`config.mk`:
```
export PLATFORM = sky130hd
export DESIGN_NAME = memory_access_unit
export DESIGN_NICKNAME = d
export VERILOG_FILES = /design/src/rtl/riscv_lsu_pkg.sv /design/src/rtl/load_extend.sv /design/src/rtl/memory_access_unit.sv
export SDC_FILE = /design/constraint.sdc
export NUM_CORES = 1
export LEC_CHECK = 0
export CORE_MARGIN = 3
export CORE_UTILIZATION = 45
export CTS_CLUSTER_SIZE = 14
export DETAILED_ROUTE_END_ITERATION = 7
export GPL_TIMING_DRIVEN = 1
export PLACE_DENSITY = 0.81
export RECOVER_POWER = 50
export SETUP_SLACK_MARGIN = 0.4
export SLEW_MARGIN = 10
export SYNTH_ARGS = -nofsm -noshare
export SYNTH_HDL_FRONTEND = slang
export SYNTH_SLANG_ARGS = --single-unit
```
`constraint.sdc`:
```
create_clock -name clk -period 4.7 [get_ports clk]
set_input_delay 0.94 -clock clk [delete_from_list [all_inputs] [get_ports clk]]
set_output_delay 0.94 -clock clk [all_outputs]
set_load 0.01 [all_outputs]
```
`src/rtl/riscv_lsu_pkg.sv`:
```
// Shared constants and types for the load/store unit: funct3 encodings,
// FSM state enum, default bus timeout and small decode helpers.
package riscv_lsu_pkg;

  localparam int TIMEOUT_CYCLES_DEFAULT = 16;

  localparam logic [2:0] F3_LB  = 3'b000;
  localparam logic [2:0] F3_LH  = 3'b001;
  localparam logic [2:0] F3_LW  = 3'b010;
  localparam logic [2:0] F3_LBU = 3'b100;
  localparam logic [2:0] F3_LHU = 3'b101;

  localparam logic [2:0] F3_SB  = 3'b000;
  localparam logic [2:0] F3_SH  = 3'b001;
  localparam logic [2:0] F3_SW  = 3'b010;

  typedef enum logic [1:0] {
    ST_IDLE = 2'b00,
    ST_BUSY = 2'b01,
    ST_DONE = 2'b10
  } lsu_state_e;

  // Legal funct3 codes differ between loads and stores.
  function automatic logic lsu_legal(input logic is_store, input logic [2:0] f3);
    if (is_store) begin
      return (f3 == F3_SB) || (f3 == F3_SH) || (f3 == F3_SW);
    end
    return (f3 == F3_LB) || (f3 == F3_LH) || (f3 == F3_LW) ||
           (f3 == F3_LBU) || (f3 == F3_LHU);
  endfunction

  // Size is carried in funct3[1:0] for both loads and stores.
  function automatic logic lsu_misaligned(input logic [2:0] f3, input logic [1:0] lo);
    if (f3[1:0] == 2'b01) return lo[0];
    if (f3[1:0] == 2'b10) return (lo != 2'b00);
    return 1'b0;
  endfunction

  // Byte-lane mask for an access of the given size at byte offset lo.
  function automatic logic [3:0] lsu_byte_en(input logic [2:0] f3, input logic [1:0] lo);
    case (f3[1:0])
      2'b00:   return 4'b0001 << lo;
      2'b01:   return 4'b0011 << lo;
      default: return 4'b1111;
    endcase
  endfunction

endpackage

```
`src/rtl/load_extend.sv`:
```
// Picks the addressed byte/halfword out of a bus word and sign- or
// zero-extends it according to funct3.
module load_extend
  import riscv_lsu_pkg::*;
(
  input  logic [31:0] rdata,
  input  logic [1:0]  addr_lo,
  input  logic [2:0]  funct3,
  output logic [31:0] value
);

  logic [7:0]  byte_sel;
  logic [15:0] half_sel;

  // Lane select and extension.
  always_comb begin
    byte_sel = 8'h00;
    half_sel = 16'h0000;
    value    = 32'h0;
    case (addr_lo)
      2'b00:   byte_sel = rdata[7:0];
      2'b01:   byte_sel = rdata[15:8];
      2'b10:   byte_sel = rdata[23:16];
      default: byte_sel = rdata[31:24];
    endcase
    half_sel = addr_lo[1] ? rdata[31:16] : rdata[15:0];
    case (funct3)
      F3_LB:   value = {{24{byte_sel[7]}}, byte_sel};
      F3_LBU:  value = {24'h0, byte_sel};
      F3_LH:   value = {{16{half_sel[15]}}, half_sel};
      F3_LHU:  value = {16'h0, half_sel};
      default: value = rdata;
    endcase
  end

endmodule

```
`src/rtl/memory_access_unit.sv`:
```
// Memory-stage load/store unit: checks alignment/legality, runs one bus
// transaction per access with a timeout, and stalls the pipeline meanwhile.
module memory_access_unit
  import riscv_lsu_pkg::*;
#(
  parameter int TIMEOUT_CYCLES = TIMEOUT_CYCLES_DEFAULT
) (
  input  logic        clk,
  input  logic        rst,
  input  logic        mem_read_m,
  input  logic        mem_write_m,
  input  logic [2:0]  funct3_m,
  input  logic [31:0] alu_result_m,
  input  logic [31:0] write_data_m,
  output logic [31:0] read_m,
  output logic        stall_m,
  output logic        misalign_m,
  output logic        bus_err_m,
  output logic        dmem_req,
  output logic        dmem_we,
  output logic [31:0] dmem_addr,
  output logic [3:0]  dmem_be,
  output logic [31:0] dmem_wdata,
  input  logic        dmem_ack,
  input  logic [31:0] dmem_rdata
);

  localparam logic [7:0] TIMEOUT_LAST = 8'(TIMEOUT_CYCLES - 1);

  lsu_state_e  state_q, state_d;
  logic [7:0]  wait_cnt_q, wait_cnt_d;
  logic [31:0] result_q, result_d;
  logic        req_q, req_d;
  logic        we_q, we_d;
  logic [31:0] addr_q, addr_d;
  logic [3:0]  be_q, be_d;
  logic [31:0] wdata_q, wdata_d;
  logic [2:0]  funct3_q, funct3_d;
  logic [1:0]  addr_lo_q, addr_lo_d;
  logic        bus_err_q, bus_err_d;

  logic        access;
  logic        is_store;
  logic        op_ok;
  logic [31:0] store_word;
  logic [31:0] load_value;

  load_extend u_load_extend (
    .rdata   (dmem_rdata),
    .addr_lo (addr_lo_q),
    .funct3  (funct3_q),
    .value   (load_value)
  );

  // Decode of the incoming Memory-stage op; a simultaneous read is treated as a store.
  always_comb begin
    access     = mem_read_m | mem_write_m;
    is_store   = mem_write_m;
    op_ok      = lsu_legal(is_store, funct3_m) &&
                 !lsu_misaligned(funct3_m, alu_result_m[1:0]);
    store_word = write_data_m;
    case (funct3_m[1:0])
      2'b00:   store_word = {4{write_data_m[7:0]}};
      2'b01:   store_word = {2{write_data_m[15:0]}};
      default: store_word = write_data_m;
    endcase
  end

  // State and bus registers; reset drops the request at once.
  always_ff @(posedge clk or posedge rst) begin
    if (rst) begin
      state_q    <= ST_IDLE;
      wait_cnt_q <= 8'h00;
      result_q   <= 32'h0;
      req_q      <= 1'b0;
      we_q       <= 1'b0;
      addr_q     <= 32'h0;
      be_q       <= 4'h0;
      wdata_q    <= 32'h0;
      funct3_q   <= 3'b000;
      addr_lo_q  <= 2'b00;
      bus_err_q  <= 1'b0;
    end else begin
      state_q    <= state_d;
      wait_cnt_q <= wait_cnt_d;
      result_q   <= result_d;
      req_q      <= req_d;
      we_q       <= we_d;
      addr_q     <= addr_d;
      be_q       <= be_d;
      wdata_q    <= wdata_d;
      funct3_q   <= funct3_d;
      addr_lo_q  <= addr_lo_d;
      bus_err_q  <= bus_err_d;
    end
  end

  // Next-state logic and Memory-stage outputs.
  always_comb begin
    state_d    = state_q;
    wait_cnt_d = wait_cnt_q;
    result_d   = result_q;
    req_d      = req_q;
    we_d       = we_q;
    addr_d     = addr_q;
    be_d       = be_q;
    wdata_d    = wdata_q;
    funct3_d   = funct3_q;
    addr_lo_d  = addr_lo_q;
    bus_err_d  = bus_err_q;
    stall_m    = 1'b0;
    misalign_m = 1'b0;
    read_m     = 32'h0;
    bus_err_m  = 1'b0;

    case (state_q)
      ST_IDLE: begin
        if (access) begin
          if (op_ok) begin
            stall_m    = 1'b1;
            state_d    = ST_BUSY;
            wait_cnt_d = 8'h00;
            req_d      = 1'b1;
            we_d       = is_store;
            addr_d     = {alu_result_m[31:2], 2'b00};
            be_d       = lsu_byte_en(funct3_m, alu_result_m[1:0]);
            wdata_d    = store_word;
            funct3_d   = funct3_m;
            addr_lo_d  = alu_result_m[1:0];
            bus_err_d  = 1'b0;
          end else begin
            misalign_m = 1'b1;
          end
        end
      end

      ST_BUSY: begin
        stall_m = 1'b1;
        if (dmem_ack) begin
          // Ack wins even on the timeout cycle.
          result_d  = we_q ? 32'h0 : load_value;
          bus_err_d = 1'b0;
          req_d     = 1'b0;
          state_d   = ST_DONE;
        end else if (wait_cnt_q == TIMEOUT_LAST) begin
          result_d  = 32'h0;
          bus_err_d = 1'b1;
          req_d     = 1'b0;
          state_d   = ST_DONE;
        end else begin
          wait_cnt_d = wait_cnt_q + 8'h01;
        end
      end

      ST_DONE: begin
        read_m    = result_q;
        bus_err_m = bus_err_q;
        bus_err_d = 1'b0;
        state_d   = ST_IDLE;
      end

      default: begin
        state_d = ST_IDLE;
        req_d   = 1'b0;
      end
    endcase
  end

  assign dmem_req   = req_q;
  assign dmem_we    = we_q;
  assign dmem_addr  = addr_q;
  assign dmem_be    = be_q;
  assign dmem_wdata = wdata_q;

endmodule

```
==> impl_metrics.tcl, run 1 <==
set metrics [dict create \
    die_h_um 118 \
    yosysSeqAreaShare 0.515 \
    seqCellArea_um2 2900 \
    rows 40 \
    worstPathRequired_ns 3.76 \
    drive_above_1_share 0.124 \
    yosysUniqueCellTypes 55 \
    synth.most_common_cell "dfrtp_1" \
    clock_path_buffers 2 \
    syn2layout_area_growth_pct 46.5 \
    netlist.area_leader.share 0.515 \
    grt_overflow 0 \
    insertion_delay_ns 0.41 \
    worstMarginPinSlew_ns 2.93 \
    max_slew_margin -0.962 \
    holdWs_ns 0.480 \
    worstPathArrival_ns 2.88 \
    setup_viol 0 \
    power_per_cell_area_nw_per_um2 485 \
    synth_cells 515 \
    fin_cells 888 \
    ys_top_cells_by_count "dfrtp_1, mux2_2, nand2_1" \
    clk_pin_slew_ns 0.05 \
    synth-edff-count 0 \
    synth_area_leaders "dfrtp_1, mux2_2, mux2i_1" \
    grt_pass1_vias 5043 \
    cts_sinks 116 \
    dp.cells 857 \
    fp.dieW_um 118 \
    numCtsBuffers 17 \
    fp.coreArea_um2 12100 \
    drtPass1Iterations 5 \
    cp-start-kind "input pin" \
    synth_area_per_cell_um2 11.0 \
    final.setup.worst_slack_ns 0.877 \
    io_buffers 206 \
    fin_crit_sh 0.813 \
    drt-wirelength-per-cell_um 18.3 \
    cp_top_family "buffers and inverters" \
    report.final.slew_viol_count 100 \
    antenna_left 0 \
    grt_pass1_wl_mm 26.3 \
    min_period_ns 3.82 \
    vias 4866 \
    min_path_type "reg2reg" \
    cap_violations 2 \
    finalWirelength_mm 16.3 \
    htreeDepth 4 \
    multiInputGateArea_um2 2470 \
    finish.utilization 0.682 \
    fmax_ghz 0.262 \
    hold_violations 0 \
    viasPerCell 5.48 \
    start_util 0.466 \
    yosysWarningCount 0 \
    hold_buffers 0 \
    cts_tree "yes" \
    path_cells "dlygate4sd3_1 > nor4_1 > o21ai_0 > a21oi_1 > clkdlybuf4s50_1" \
    rsz0062_at_grt "false" \
    irDropWorstVdd_mv 0.285 \
    path_class "in2out" \
    p_leak_nw 3.54 \
    place_congestion 0.893 \
    crit_path_max_fanout 7 \
    async_flop_share 1.00 \
    grt_max_degree 89 \
    final.setup.tns_ns 0 \
    n_fill_cell 903 \
    cts_resized 0 \
    drc 0 \
    worst_setup_path_end_kind "output port" \
    status "finished with violations" \
    syn_area_um2 5640 \
    violations "max-capacitance violations, max-slew violations" \
    dp_slack_ns 0.896 \
    antenna_found_initial 0 \
    max_stage_delay_ns 0.62 \
    cp_num_buf_inv 2 \
    die_area_um2 13900 \
    ys_ff_latch 116 \
    design_area_um2 8260 \
    io_pins 209 \
    dr.first_iter.drc_count 285 \
    clock_skew_ns 0.00967 \
    dp.final_hpwl_mm 12.1 \
    slowest_stage "dlygate4sd3_1" \
    synth_flop_cell "dfrtp_1" \
    n_antenna_cell 0 \
    cts_root_buffer "clkbuf_16" \
    grt_usage 0.237 \
    postCtsSetupBuffers 0 \
    dpl_cell_area_um2 7780 \
    fin_nets 813 \
    total_power_mw 4.01 \
    synth_area_leader_cell "dfrtp_1" \
]
[layout make-up]
type,instances,share of cell area
Multi-Input combinational cell,346,0.299
Clock inverter,11,0.00788
Tap cell,168,0.0254
Inverter,14,0.00651
Sequential cell,116,0.351
Clock buffer,20,0.0529
Timing Repair Buffer,213,0.257
[state kept, by name, indices dropped and copies added, names as in the netlist]
register	flops
dmem_req	1
dmem_we	1
dmem_be	4
dmem_wdata	32
dmem_addr	30
state_q	2
result_q	32
wait_cnt_q	8
bus_err_q	1
addr_lo_q	2
funct3_q	3
[final timing paths]
kind | startpoint | end | slack [ns] | cells after the start
max | alu_result_m[1] | stall_m | 0.88 | 5
min | dmem_wdata[24] | dmem_wdata[24] | 0.48 | 2
max reg2reg | wait_cnt_q[0] | result_q[17] | 1.72 | 5
min reg2reg | dmem_wdata[24] | dmem_wdata[24] | 0.48 | 2
max in group asynchronous | rst | dmem_be[1] | 1.21 | 3
min in group asynchronous | rst | dmem_addr[30] | 1.83 | 2
[routing by layer]
| layer | vias to the layer above | global-route usage | part of all wire |
|---|---|---|---|
| li1 | 2248 | - | - |
| met1 | 2336 | 0.270 | 0.39 |
| met2 | 254 | 0.391 | 0.48 |
| met3 | 28 | 0.109 | 0.11 |
| met4 | 0 | 0.0872 | 0.021 |
| met5 | - | 0 | 0 |
[kinds of logic (layout without fill, tap and decap cells)]
group / after synthesis / after routing / share of synthesized area
AO/OA/AOI/OAI: 125 / 125 / 0.152
XOR/XNOR: 4 / 4 / 0.00621
adder cells (fa/ha/maj): 1 / 1 / 0.00222
buffers and inverters: 54 / 258 / 0.0461
flip-flops: 116 / 116 / 0.515
multiplexers: 71 / 71 / 0.138
other: 1 / 2 / 0.000665
AND/OR/NAND/NOR: 143 / 143 / 0.140
[worst reg2reg max path: stages (launching register included)]
cell	delay, ns
dfrtp_1	0.43
ha_1	0.24
nand3_1	0.18
nor2_4	0.06
o21ai_1	1.62
a221o_1	0.39
[where the power goes]
group	internal, mW	switching (mW)	total, mW
combinational	0.761	0.563	1.32
clock	0.660	0.432	1.09
sequential	1.35	0.242	1.59
total	2.77	1.24	4.01
[placed cells by master, fill, tap and decap left out, drive strengths merged, types with 2 or more instances in the layout]
| master | n |
|---|---|
| clkdlybuf4s50 | 162 |
| dfrtp | 116 |
| mux2 | 44 |
| dlygate4sd3 | 44 |
| nand2 | 38 |
| o21ai | 38 |
| and2 | 35 |
| a21oi | 30 |
| mux2i | 26 |
| nor2 | 23 |
| a221o | 22 |
| clkbuf | 22 |
| inv | 13 |
| nand3 | 12 |
| a22o | 9 |
| clkinv | 7 |
| nand2b | 6 |
| o32ai | 6 |
| nor4bb | 5 |
| a31oi | 5 |
| clkinvlp | 5 |
| buf | 5 |
| nor3 | 4 |
| o211ai | 3 |
| xnor2 | 3 |
| or4 | 3 |
| nor4 | 2 |
| or2 | 2 |
| nor2b | 2 |
| and3b | 2 |
| a211o | 2 |
| o2bb2ai | 2 |
| conb | 2 |
(Power assumes the default switching activity.)
==> run 2: changes to the inputs <==
Settings changed: CORE_UTILIZATION 45 to 41, PLACE_DENSITY 0.81 to 0.78.
Clock period 4.7 ns to 3.1 ns, I/O delays scaled along.
==> run 2 against run 1 <==
  * The run still ends with max-capacitance violations, max-slew violations left
  * Count of clock-buffer cells in the layout up 7
  * Cell count up 2.0%
  * Power up 58%
  * Sequential share of layout area down 0.73 points
  * Core utilization down 5.0 points
  * Non-clock buffer count up 9
  * First-iteration DRC count down 10%
  * Routed wire length down 0.93%
  * Clock power up 73%
  * Design area up 2.2%
==> impl_metrics.tcl, run 2 (same netlist as run 1, synthesis figures left out) <==
set metrics [dict create \
    fp.coreArea_um2 13300 \
    worst_setup_path_end_kind "output port" \
    dr.first_iter.drc_count 256 \
    insertion_delay_ns 0.41 \
    seqCellArea_um2 2910 \
    io_buffers 206 \
    multiInputGateArea_um2 2500 \
    clock_skew_ns 0.00787 \
    rows 42 \
    rrSetupSlack_ns 0.71 \
    die_h_um 123 \
    cts_tree "yes" \
    n_fill_cell 1052 \
    worstPathArrival_ns 2.14 \
    dp_slack_ns 0.0101 \
    drt-wirelength-per-cell_um 17.8 \
    grt_usage 0.219 \
    fmax_ghz 0.363 \
    final.setup.tns_ns 0 \
    worstMarginPinSlew_ns 1.56 \
    hold_buffers 0 \
    rsz0062_at_grt "true" \
    drc 0 \
    worstPathRequired_ns 2.48 \
    numCtsBuffers 17 \
    crit_path_max_fanout 4 \
    antenna_found_initial 3 \
    r2r-end "result_q[16]" \
    report.final.slew_viol_count 117 \
    violations "max-capacitance violations, max-slew violations" \
    irDropWorstVdd_mv 0.463 \
    cap_violations 1 \
    worstSetupStartpoint "mem_write_m" \
    cp-endpoint "stall_m" \
    die_area_um2 15200 \
    clk_pin_slew_ns 0.05 \
    reg2reg_depth 4 \
    setup_viol 0 \
    min_path_type "reg2reg" \
    fin_crit_sh 0.889 \
    syn2layout_area_growth_pct 49.7 \
    status "finished with violations" \
    grt_overflow 0 \
    min_period_ns 2.76 \
    cp-start-kind "input pin" \
    clock_path_buffers 2 \
    dp.final_hpwl_mm 11.8 \
    grt_pass1_wl_mm 25.6 \
    htreeDepth 4 \
    vias 4858 \
    path_class "in2out" \
    place_congestion 0.815 \
    viasPerCell 5.36 \
    grt_pass1_vias 5032 \
    hold_violations 0 \
    max_slew_margin -0.0375 \
    fin_nets 822 \
    p_leak_nw 3.63 \
    antenna_left 0 \
    drtPass1Iterations 5 \
    final.setup.worst_slack_ns 0.344 \
    layout_common_cells "clkdlybuf4s50_1, dfrtp_1, dlygate4sd3_1" \
    fp.dieW_um 123 \
    drive_above_1_share 0.136 \
    final_common_cell "clkdlybuf4s50_1" \
    cts_sinks 116 \
    power_per_cell_area_nw_per_um2 748 \
    cts_root_buffer "clkbuf_16" \
    finalWirelength_mm 16.1 \
    start_util 0.423 \
    io_pins 209 \
    r2r-start "addr_lo_q[1]" \
    grt_max_degree 117 \
]
==> run 2: cell count changes in the layout (fill, tap and decap cells not counted), moves of 3 or more <==
cell             before  now
clkdlybuf4s50_1     162  154
clkbuf_1              3    8
clkinvlp_4            4    1
buf_4                 4   10
dlygate4sd2_1         0    6
clkinv_2              7    2
clkbuf_8              0    4
==> run 2: per-layer routing <==
metal	vias up	share of wire	GRT usage
met4	2	0.022	0.0789
li1	2272	-	-
met1	2305	0.38	0.255
met2	244	0.48	0.354
met3	35	0.12	0.102
met5	-	0.00093	0
==> run 2: stage by stage <==
| stage | power, mW | hold slack (ns) | cells | instance area [um^2] | util |
|---|---|---|---|---|---|
| 2_1_floorplan | 3.41 | 0.448 | 516 | 5650 | - |
| 3_3_place_gp | 4.46 | 0.461 | 871 | 7850 | 0.588 |
| 3_5_place_dp | 4.53 | 0.470 | 871 | 7850 | 0.588 |
| 4_1_cts | 6.46 | 0.482 | 902 | 8420 | 0.631 |
| 5_1_grt | 6.68 | 0.504 | 906 | 8440 | 0.632 |
| 6_report | 6.32 | 0.472 | 906 | 8440 | 0.632 |
==> run 2: area by class of cell <==
cell class / count / area share
antenna: 1 / 0.000296
clock buffer: 27 / 0.0596
multi-input combinational: 346 / 0.296
sequential: 116 / 0.344
clock inverter: 4 / 0.00830
inverter: 14 / 0.00667
tap: 176 / 0.0261
timing repair buffer: 222 / 0.259
==> run 2: worst min path at each step <==
stage                    from             end  depth (start not counted)
6_report        dmem_wdata[8]   dmem_wdata[8]                          2
5_1_grt        dmem_wdata[11]  dmem_wdata[11]                          2
4_1_cts        dmem_wdata[15]  dmem_wdata[15]                          2
3_5_place_dp   dmem_wdata[15]  dmem_wdata[15]                          2
3_3_place_gp   dmem_wdata[20]  dmem_wdata[20]                          2
2_1_floorplan     result_q[0]     result_q[0]                          1
==> run 2: critical path: stages <==
cell and delay [ns]:
dlygate4sd3_1 0.57, clkbuf_1 0.14, or2_2 0.35, o21ai_2 0.09, a21oi_1 0.08, dlygate4sd2_1 0.29
==> run 2: power by group <==
| part | internal (mW) | leakage (nW) | switching [mW] |
|---|---|---|---|
| clock | 1.26 | 0.281 | 0.634 |
| sequential | 2.05 | 1.45 | 0.367 |
| combinational | 1.16 | 1.91 | 0.853 |
==> run 2: repair_timing <==
| item | in CTS | in global routing |
|---|---|---|
| buffers inserted | 0 | 2 |
| pin swaps | 1 | 0 |
| cloned | 0 | 1 |
| endpoints found under the setup margin | 12 | 34 |
| gates resized for setup | 9 | 7 |
